## src/rtl/control_fsm.sv

```systemverilog
// control_fsm -- multi-cycle instruction sequencer for a 16-bit datapath.
//
// Walks each instruction through FETCH -> DECODE -> EXEC/MEM -> WB and drives
// the datapath enables, mux selects and memory strobes for every step. Memory
// waits are bounded by WAIT_MAX cycles; overrunning that bound parks the block
// in FAULT until reset.
//
// Ports
//   clk            system clock, rising edge
//   reset          asynchronous active-low reset
//   instruction    [15:0] word from memory; opcode [15:12], extension [7:4]
//   memReady       memory completion handshake
//   memRead/Write  memory request strobes (mutually exclusive)
//   irS .. pcRegMuxEn  single-bit datapath enables
//   aluControl     [3:0] ALU op: 0 ADD, 1 SUB, 2 AND, 3 OR, 4 XOR, 5 CMP
//   mux4En         [1:0] ALU B operand: 00 register, 01 immediate
//   exMemResultEn  [1:0] write-back source: 00 ALU/shift, 01 memory, 10 move
//   regpcCont      [1:0] address source: 01 PC (fetch), 00 register (data)
//   state          [2:0] current state code; fault sticky fault flag
module control_fsm #(
  parameter int WAIT_MAX = 15
) (
  input  logic        clk,
  input  logic        reset,
  input  logic [15:0] instruction,
  input  logic        memReady,
  output logic        memRead,
  output logic        memWrite,
  output logic        irS,
  output logic        srcRegEn,
  output logic        dstRegEn,
  output logic        immRegEn,
  output logic        resultRegEn,
  output logic        regFileEn,
  output logic        pcRegEn,
  output logic        signEn,
  output logic        shiftALUMuxEn,
  output logic        regImmMuxEn,
  output logic        pcRegMuxEn,
  output logic [3:0]  aluControl,
  output logic [1:0]  mux4En,
  output logic [1:0]  exMemResultEn,
  output logic [1:0]  regpcCont,
  output logic [2:0]  state,
  output logic        fault
);

  localparam int CW = $clog2(WAIT_MAX + 1);

  typedef enum logic [2:0] {
    FETCH  = 3'd0,
    DECODE = 3'd1,
    EXEC   = 3'd2,
    MEM    = 3'd3,
    WB     = 3'd4,
    FAULT  = 3'd5
  } state_t;

  // Everything the later states need to know about the fetched instruction.
  typedef struct packed {
    logic       valid;
    logic       mem;
    logic       stor;
    logic       cmp;
    logic [3:0] alu;
    logic [1:0] mux4;
    logic       sign;
    logic       shift;
    logic       regimm;
    logic [1:0] wbsel;
  } dec_t;

  // Registered control outputs.
  typedef struct packed {
    logic       mem_read;
    logic       mem_write;
    logic       src_en;
    logic       dst_en;
    logic       imm_en;
    logic       result_en;
    logic       regfile_en;
    logic       pc_en;
    logic       sign_en;
    logic       shift_en;
    logic       regimm_en;
    logic [3:0] alu;
    logic [1:0] mux4;
    logic [1:0] exmem;
    logic [1:0] regpc;
    logic       fault;
  } ctl_t;

  function automatic dec_t decode(input logic [3:0] op, input logic [3:0] ext);
    dec_t       d;
    logic [3:0] sel;
    logic [3:0] alu;
    logic       sel_ok;
    d      = '0;
    // R-type selects the ALU op by extension, immediates by opcode; both
    // use the same code points.
    sel    = (op == 4'b0000) ? ext : op;
    sel_ok = 1'b1;
    alu    = 4'd0;
    case (sel)
      4'b0101: alu = 4'd0;
      4'b1001: alu = 4'd1;
      4'b0001: alu = 4'd2;
      4'b0010: alu = 4'd3;
      4'b0011: alu = 4'd4;
      4'b1011: alu = 4'd5;
      default: sel_ok = 1'b0;
    endcase
    case (op)
      4'b0000: begin
        if (ext == 4'b1101) begin
          d.valid = 1'b1;
          d.wbsel = 2'b10;
        end else if (sel_ok) begin
          d.valid = 1'b1;
          d.alu   = alu;
          d.cmp   = (ext == 4'b1011);
        end
      end
      4'b1101: begin
        d.valid = 1'b1;
        d.mux4  = 2'b01;
        d.wbsel = 2'b10;
      end
      4'b1000: begin
        if (ext == 4'b0100) begin
          d.valid = 1'b1;
          d.shift = 1'b1;
        end else if (ext[3:1] == 3'b000) begin
          d.valid  = 1'b1;
          d.shift  = 1'b1;
          d.regimm = 1'b1;
          d.sign   = 1'b1;
        end
      end
      4'b0100: begin
        if (ext == 4'b0000) begin
          d.valid = 1'b1;
          d.mem   = 1'b1;
          d.wbsel = 2'b01;
        end else if (ext == 4'b0100) begin
          d.valid = 1'b1;
          d.mem   = 1'b1;
          d.stor  = 1'b1;
        end
      end
      default: begin
        if (sel_ok) begin
          d.valid = 1'b1;
          d.alu   = alu;
          d.mux4  = 2'b01;
          // Logical immediates are zero-extended.
          d.sign  = !(alu == 4'd2 || alu == 4'd3 || alu == 4'd4);
          d.cmp   = (op == 4'b1011);
        end
      end
    endcase
    return d;
  endfunction

  state_t        state_reg, state_next;
  logic [CW-1:0] cnt_reg, cnt_next;
  dec_t          dec_reg, dec_next, dec_in;
  ctl_t          ctl_reg, ctl_next;
  logic          mem_done;
  logic          wait_expired;
  logic          unused_instr_bits;

  assign dec_in            = decode(instruction[15:12], instruction[7:4]);
  assign unused_instr_bits = ^{instruction[11:8], instruction[3:0]};

  // The first MEM cycle presents the address only; memReady is honoured from
  // the second cycle so a handshake still high from the instruction fetch
  // cannot complete the data access.
  assign mem_done     = (state_reg == MEM) && (cnt_reg != '0) && memReady;
  assign wait_expired = (cnt_reg == CW'(WAIT_MAX - 1));

  always_comb begin
    state_next = state_reg;
    cnt_next   = cnt_reg;
    dec_next   = dec_reg;
    ctl_next   = '0;

    case (state_reg)
      FETCH: begin
        // mem_read low here means the cycle right after reset: the fetch
        // request has not been issued yet, so nothing can complete.
        if (ctl_reg.mem_read) begin
          if (memReady) begin
            state_next = DECODE;
            dec_next   = dec_in;
          end else if (wait_expired) begin
            state_next = FAULT;
          end else begin
            cnt_next = cnt_reg + 1'b1;
          end
        end
      end
      DECODE: begin
        if (!dec_reg.valid)   state_next = FETCH;
        else if (dec_reg.mem) state_next = MEM;
        else                  state_next = EXEC;
      end
      EXEC:    state_next = dec_reg.cmp ? FETCH : WB;
      MEM: begin
        if (mem_done)          state_next = dec_reg.stor ? FETCH : WB;
        else if (wait_expired) state_next = FAULT;
        else                   cnt_next = cnt_reg + 1'b1;
      end
      WB:      state_next = FETCH;
      FAULT:   state_next = FAULT;
      default: state_next = FETCH;
    endcase

    if ((state_next == FETCH || state_next == MEM) && state_next != state_reg)
      cnt_next = '0;

    // Outputs are registered, so they are decoded from the state being entered.
    case (state_next)
      FETCH: begin
        ctl_next.mem_read = 1'b1;
        ctl_next.regpc    = 2'b01;
      end
      DECODE: begin
        ctl_next.src_en = 1'b1;
        ctl_next.dst_en = 1'b1;
        ctl_next.imm_en = 1'b1;
        ctl_next.pc_en  = !dec_next.valid;  // undefined: retire as NOP
      end
      EXEC: begin
        ctl_next.result_en = 1'b1;
        ctl_next.alu       = dec_reg.alu;
        ctl_next.mux4      = dec_reg.mux4;
        ctl_next.sign_en   = dec_reg.sign;
        ctl_next.shift_en  = dec_reg.shift;
        ctl_next.regimm_en = dec_reg.regimm;
        ctl_next.pc_en     = dec_reg.cmp;
      end
      MEM: begin
        ctl_next.mem_read  = !dec_reg.stor;
        ctl_next.mem_write = dec_reg.stor;
        ctl_next.regpc     = 2'b00;
      end
      WB: begin
        ctl_next.regfile_en = 1'b1;
        ctl_next.pc_en      = 1'b1;
        ctl_next.exmem      = dec_reg.wbsel;
      end
      FAULT:   ctl_next.fault = 1'b1;
      default: ctl_next = '0;
    endcase
  end

  always_ff @(posedge clk or negedge reset) begin
    if (!reset) begin
      state_reg <= FETCH;
      cnt_reg   <= '0;
      dec_reg   <= '0;
      ctl_reg   <= '0;
    end else begin
      state_reg <= state_next;
      cnt_reg   <= cnt_next;
      dec_reg   <= dec_next;
      ctl_reg   <= ctl_next;
    end
  end

  // irS and the store-completion pcRegEn qualify on the live handshake; both
  // terms are gated by registers that reset asynchronously.
  assign irS           = (state_reg == FETCH) && ctl_reg.mem_read && memReady;
  assign pcRegEn       = ctl_reg.pc_en || (mem_done && dec_reg.stor);
  assign memRead       = ctl_reg.mem_read;
  assign memWrite      = ctl_reg.mem_write;
  assign srcRegEn      = ctl_reg.src_en;
  assign dstRegEn      = ctl_reg.dst_en;
  assign immRegEn      = ctl_reg.imm_en;
  assign resultRegEn   = ctl_reg.result_en;
  assign regFileEn     = ctl_reg.regfile_en;
  assign signEn        = ctl_reg.sign_en;
  assign shiftALUMuxEn = ctl_reg.shift_en;
  assign regImmMuxEn   = ctl_reg.regimm_en;
  assign pcRegMuxEn    = 1'b0;
  assign aluControl    = ctl_reg.alu;
  assign mux4En        = ctl_reg.mux4;
  assign exMemResultEn = ctl_reg.exmem;
  assign regpcCont     = ctl_reg.regpc;
  assign state         = state_reg;
  assign fault         = ctl_reg.fault;

endmodule

```

## config.mk

```make
export PLATFORM = sky130hd
export DESIGN_NAME = control_fsm
export DESIGN_NICKNAME = d
export VERILOG_FILES = /design/src/rtl/control_fsm.sv
export SDC_FILE = /design/constraint.sdc
export NUM_CORES = 1
export LEC_CHECK = 0
export CAP_MARGIN = 20
export CORE_MARGIN = 2
export CORE_UTILIZATION = 40
export DETAILED_ROUTE_END_ITERATION = 8
export HOLD_SLACK_MARGIN = 0.1
export PLACE_DENSITY = 0.66
export SKIP_CTS_REPAIR_TIMING = 1
export SLEW_MARGIN = 20
export SYNTH_ARGS = -nofsm -noshare
export SYNTH_HDL_FRONTEND = slang
export SYNTH_SLANG_ARGS = --single-unit
```

## constraint.sdc

```tcl
create_clock -name clk -period 6.29 [get_ports clk]
set_clock_uncertainty 0.1 [all_clocks]
set_input_delay 1.887 -clock clk [delete_from_list [all_inputs] [get_ports clk]]
set_output_delay 1.887 -clock clk [all_outputs]
set_load 0.05 [all_outputs]
```

==> qor.txt <==
P&R area growth vs syn: 18.0%
synthesized cell area: 0.00208 mm2
Clock transition at path regs: 0.06 ns
Avg Inst Size Synth: 10.3 um2
Flop pwr share: 0.334
CP startpoint kind: input pin
clock sink count: 37
Worst Tran Pin Value: 0.833 ns
I/O pins: 46
Post-Syn Instances: 202
initial core utilization: 0.410
worst rel slew slack: 0.440
Die H: 76.1 um
vias in the first global route: 1360
Int Power: 602 uW
pin count of the biggest net entering global routing: 38
Final nets: 245
leakage: 0.00107 uW
# rows: 26
total vias in the final route: 1527
HPWL Detailed: 2710 um
Switching Fraction: 0.428
initial antenna violation count: 0
final period utilization: 0.910
1st-pass router iterations: 4
Synth Flop Type: dfrtp_1
cell repeated most along the worst path: clkdlybuf4s50_1
Unique masters post-synth: 43
DRC Markers: 0
R2R Path Start: cnt_reg[0]
critical path peak fanout: 7
peak supply drop: 0.173 mV
Slowest cell on crit path: clkdlybuf4s50_1
status: finished clean
crit-path cells: clkdlybuf4s50_1 -> nand2_1 -> o31ai_1 -> clkdlybuf4s50_1
Combinational Power Share: 0.512
Worst Hold Class: reg -> reg
core area: 0.00507 mm2
final setup fails: 0
CP delay by family, top: buffers and inverters
Req. time, crit path: 4.30 ns
RSZ-0062 raised after global routing: false
Routed Antenna Nets: 0
1st-iter DRT viols: 104
Total Routing Usage GR: 0.140
GRT overflow: 0
setup TNS: 0 ns
Worst Path Arrival: 3.74 ns
share of cells above drive strength 1: 0.130
GP Congestion: 0.861
critical hold path startpoint: dec_reg[2]
fmax: 175 MHz
pre-CTS setup slack: 0.567 ns
Routed WL: 3820 um
most frequent cells in the layout: 37 x dfrtp_1, 31 x clkdlybuf4s50_1, 13 x inv_1, 10 x a21oi_1, 10 x nor2_1
CTS root buf: clkbuf_8
yosys warns: 0
P_sw: 451 uW
Tmin final: 5.72 ns
clock power share: 0.153
endpoints failing hold: 0
clock latency on the worst-skew pair: 0.29 ns
Worst Setup Path Type: in -> out
die width: 76.1 um
Ant. Diodes: 0
Setup WS post-layout: 0.566 ns
Crit. Startpoint: memReady
first-pass GRT wire length: 6510 um
WL per Instance: 13.0 um
TritonCTS clock tree: done
clock tree buffer depth: 2
MaxCap Viol Count: 0
sequential area share after synthesis: 0.445
via density per instance: 5.21
Port Buffers: 33
max reg flops: 13
PwrDens: 429 mW/mm2
H-tree levels: 2
number of synthesized flops with an enable pin: 0
CP Capture Type: output port
CP peak stage delay: 0.85 ns
Slew Limit Fails: 0
CP bufs+invs: 2
TritonCTS buffer count: 5
Finished Core Util: 0.484
fraction of registers with async set/reset: 1.00
most common cell after layout, fill and taps aside: dfrtp_1
die area: 0.00580 mm2
Synth Register Bits: 37
[cells in the mapped netlist (3+ instances only)]
cell type / number / share of area
a211oi_1: 6 / 0.022
a21oi_1: 10 / 0.024
a31oi_1: 3 / 0.0090
and2_1: 9 / 0.027
and4b_1: 3 / 0.014
buf_4: 13 / 0.047
clkbuf_1: 6 / 0.011
dfrtp_1: 37 / 0.44
ha_1: 3 / 0.018
inv_1: 13 / 0.023
mux2_2: 5 / 0.027
mux2_4: 6 / 0.043
mux2i_1: 4 / 0.019
nand2_1: 8 / 0.014
nand2b_1: 4 / 0.012
nand3_1: 3 / 0.0072
nor2_1: 10 / 0.018
nor3_1: 8 / 0.019
nor4_1: 6 / 0.018
o211ai_1: 3 / 0.011
o21ai_0: 7 / 0.017
o31ai_1: 3 / 0.011
[routing by layer]
layer	up-vias	track usage	routed length [um]
met5	-	0	0
met4	0	0.0582	66
met3	6	0.0379	168
met2	41	0.209	1740
met1	738	0.192	1840
li1	742	-	-
[power by group through the flow]
stage / clock (uW) / sequential (uW) / combinational (uW)
2_1_floorplan: 0 / 403 / 373
3_3_place_gp: 0 / 356 / 538
3_5_place_dp: 0 / 357 / 543
6_report: 162 / 352 / 540
4_1_cts: 167 / 352 / 544
5_1_grt: 177 / 363 / 575
[path summary, 6_finish.rpt]
path                       slack [ns]          end  cells after the start
min in group asynchronous        1.58   cnt_reg[3]                      1
max                              0.57      pcRegEn                      4
min                              0.38  regImmMuxEn                      1
max reg2reg                      3.29   dec_reg[2]                      8
min reg2reg                      0.38  regImmMuxEn                      1
max in group asynchronous        4.01  resultRegEn                      1
[worst reg2reg max path, stage by stage (launching register included)]
cell     delay (ns)
dfrtp_1        0.39
inv_1          0.12
ha_1           0.15
or3b_4         0.41
a21oi_1        0.33
nor3_2         0.12
inv_2          0.12
and4b_1        0.74
mux2_2         0.41
[kinds of logic after synthesis]
kind of cell | Yosys count | share of synthesized area
AND/OR/NAND/NOR | 64 | 0.182
other | 1 | 0.00180
adder cells (fa/ha/maj) | 3 | 0.0180
XOR/XNOR | 4 | 0.0168
buffers and inverters | 37 | 0.0986
multiplexers | 15 | 0.0896
AO/OA/AOI/OAI | 41 | 0.149
flip-flops | 37 | 0.445
[layout make-up]
cell class | count | area (um2)
multi-input combinational | 131 | 961
clock buffer | 7 | 86.3
timing repair buffer | 34 | 343
tap | 70 | 87.6
fill | 485 | 2620
inverter | 14 | 52.6
sequential | 37 | 926
[stage by stage]
| step | power (uW) | cells | area, um2 | hold WS (ns) |
|---|---|---|---|---|
| floorplan | 776 | 205 | 2090 | 0.349 |
| global placement | 894 | 286 | 2370 | 0.368 |
| detailed placement | 900 | 286 | 2370 | 0.372 |
| CTS | 1060 | 293 | 2460 | 0.386 |
| global route | 1120 | 293 | 2460 | 0.396 |
| finish | 1050 | 293 | 2460 | 0.382 |
No activity file was read; power rests on OpenSTA's default activity.
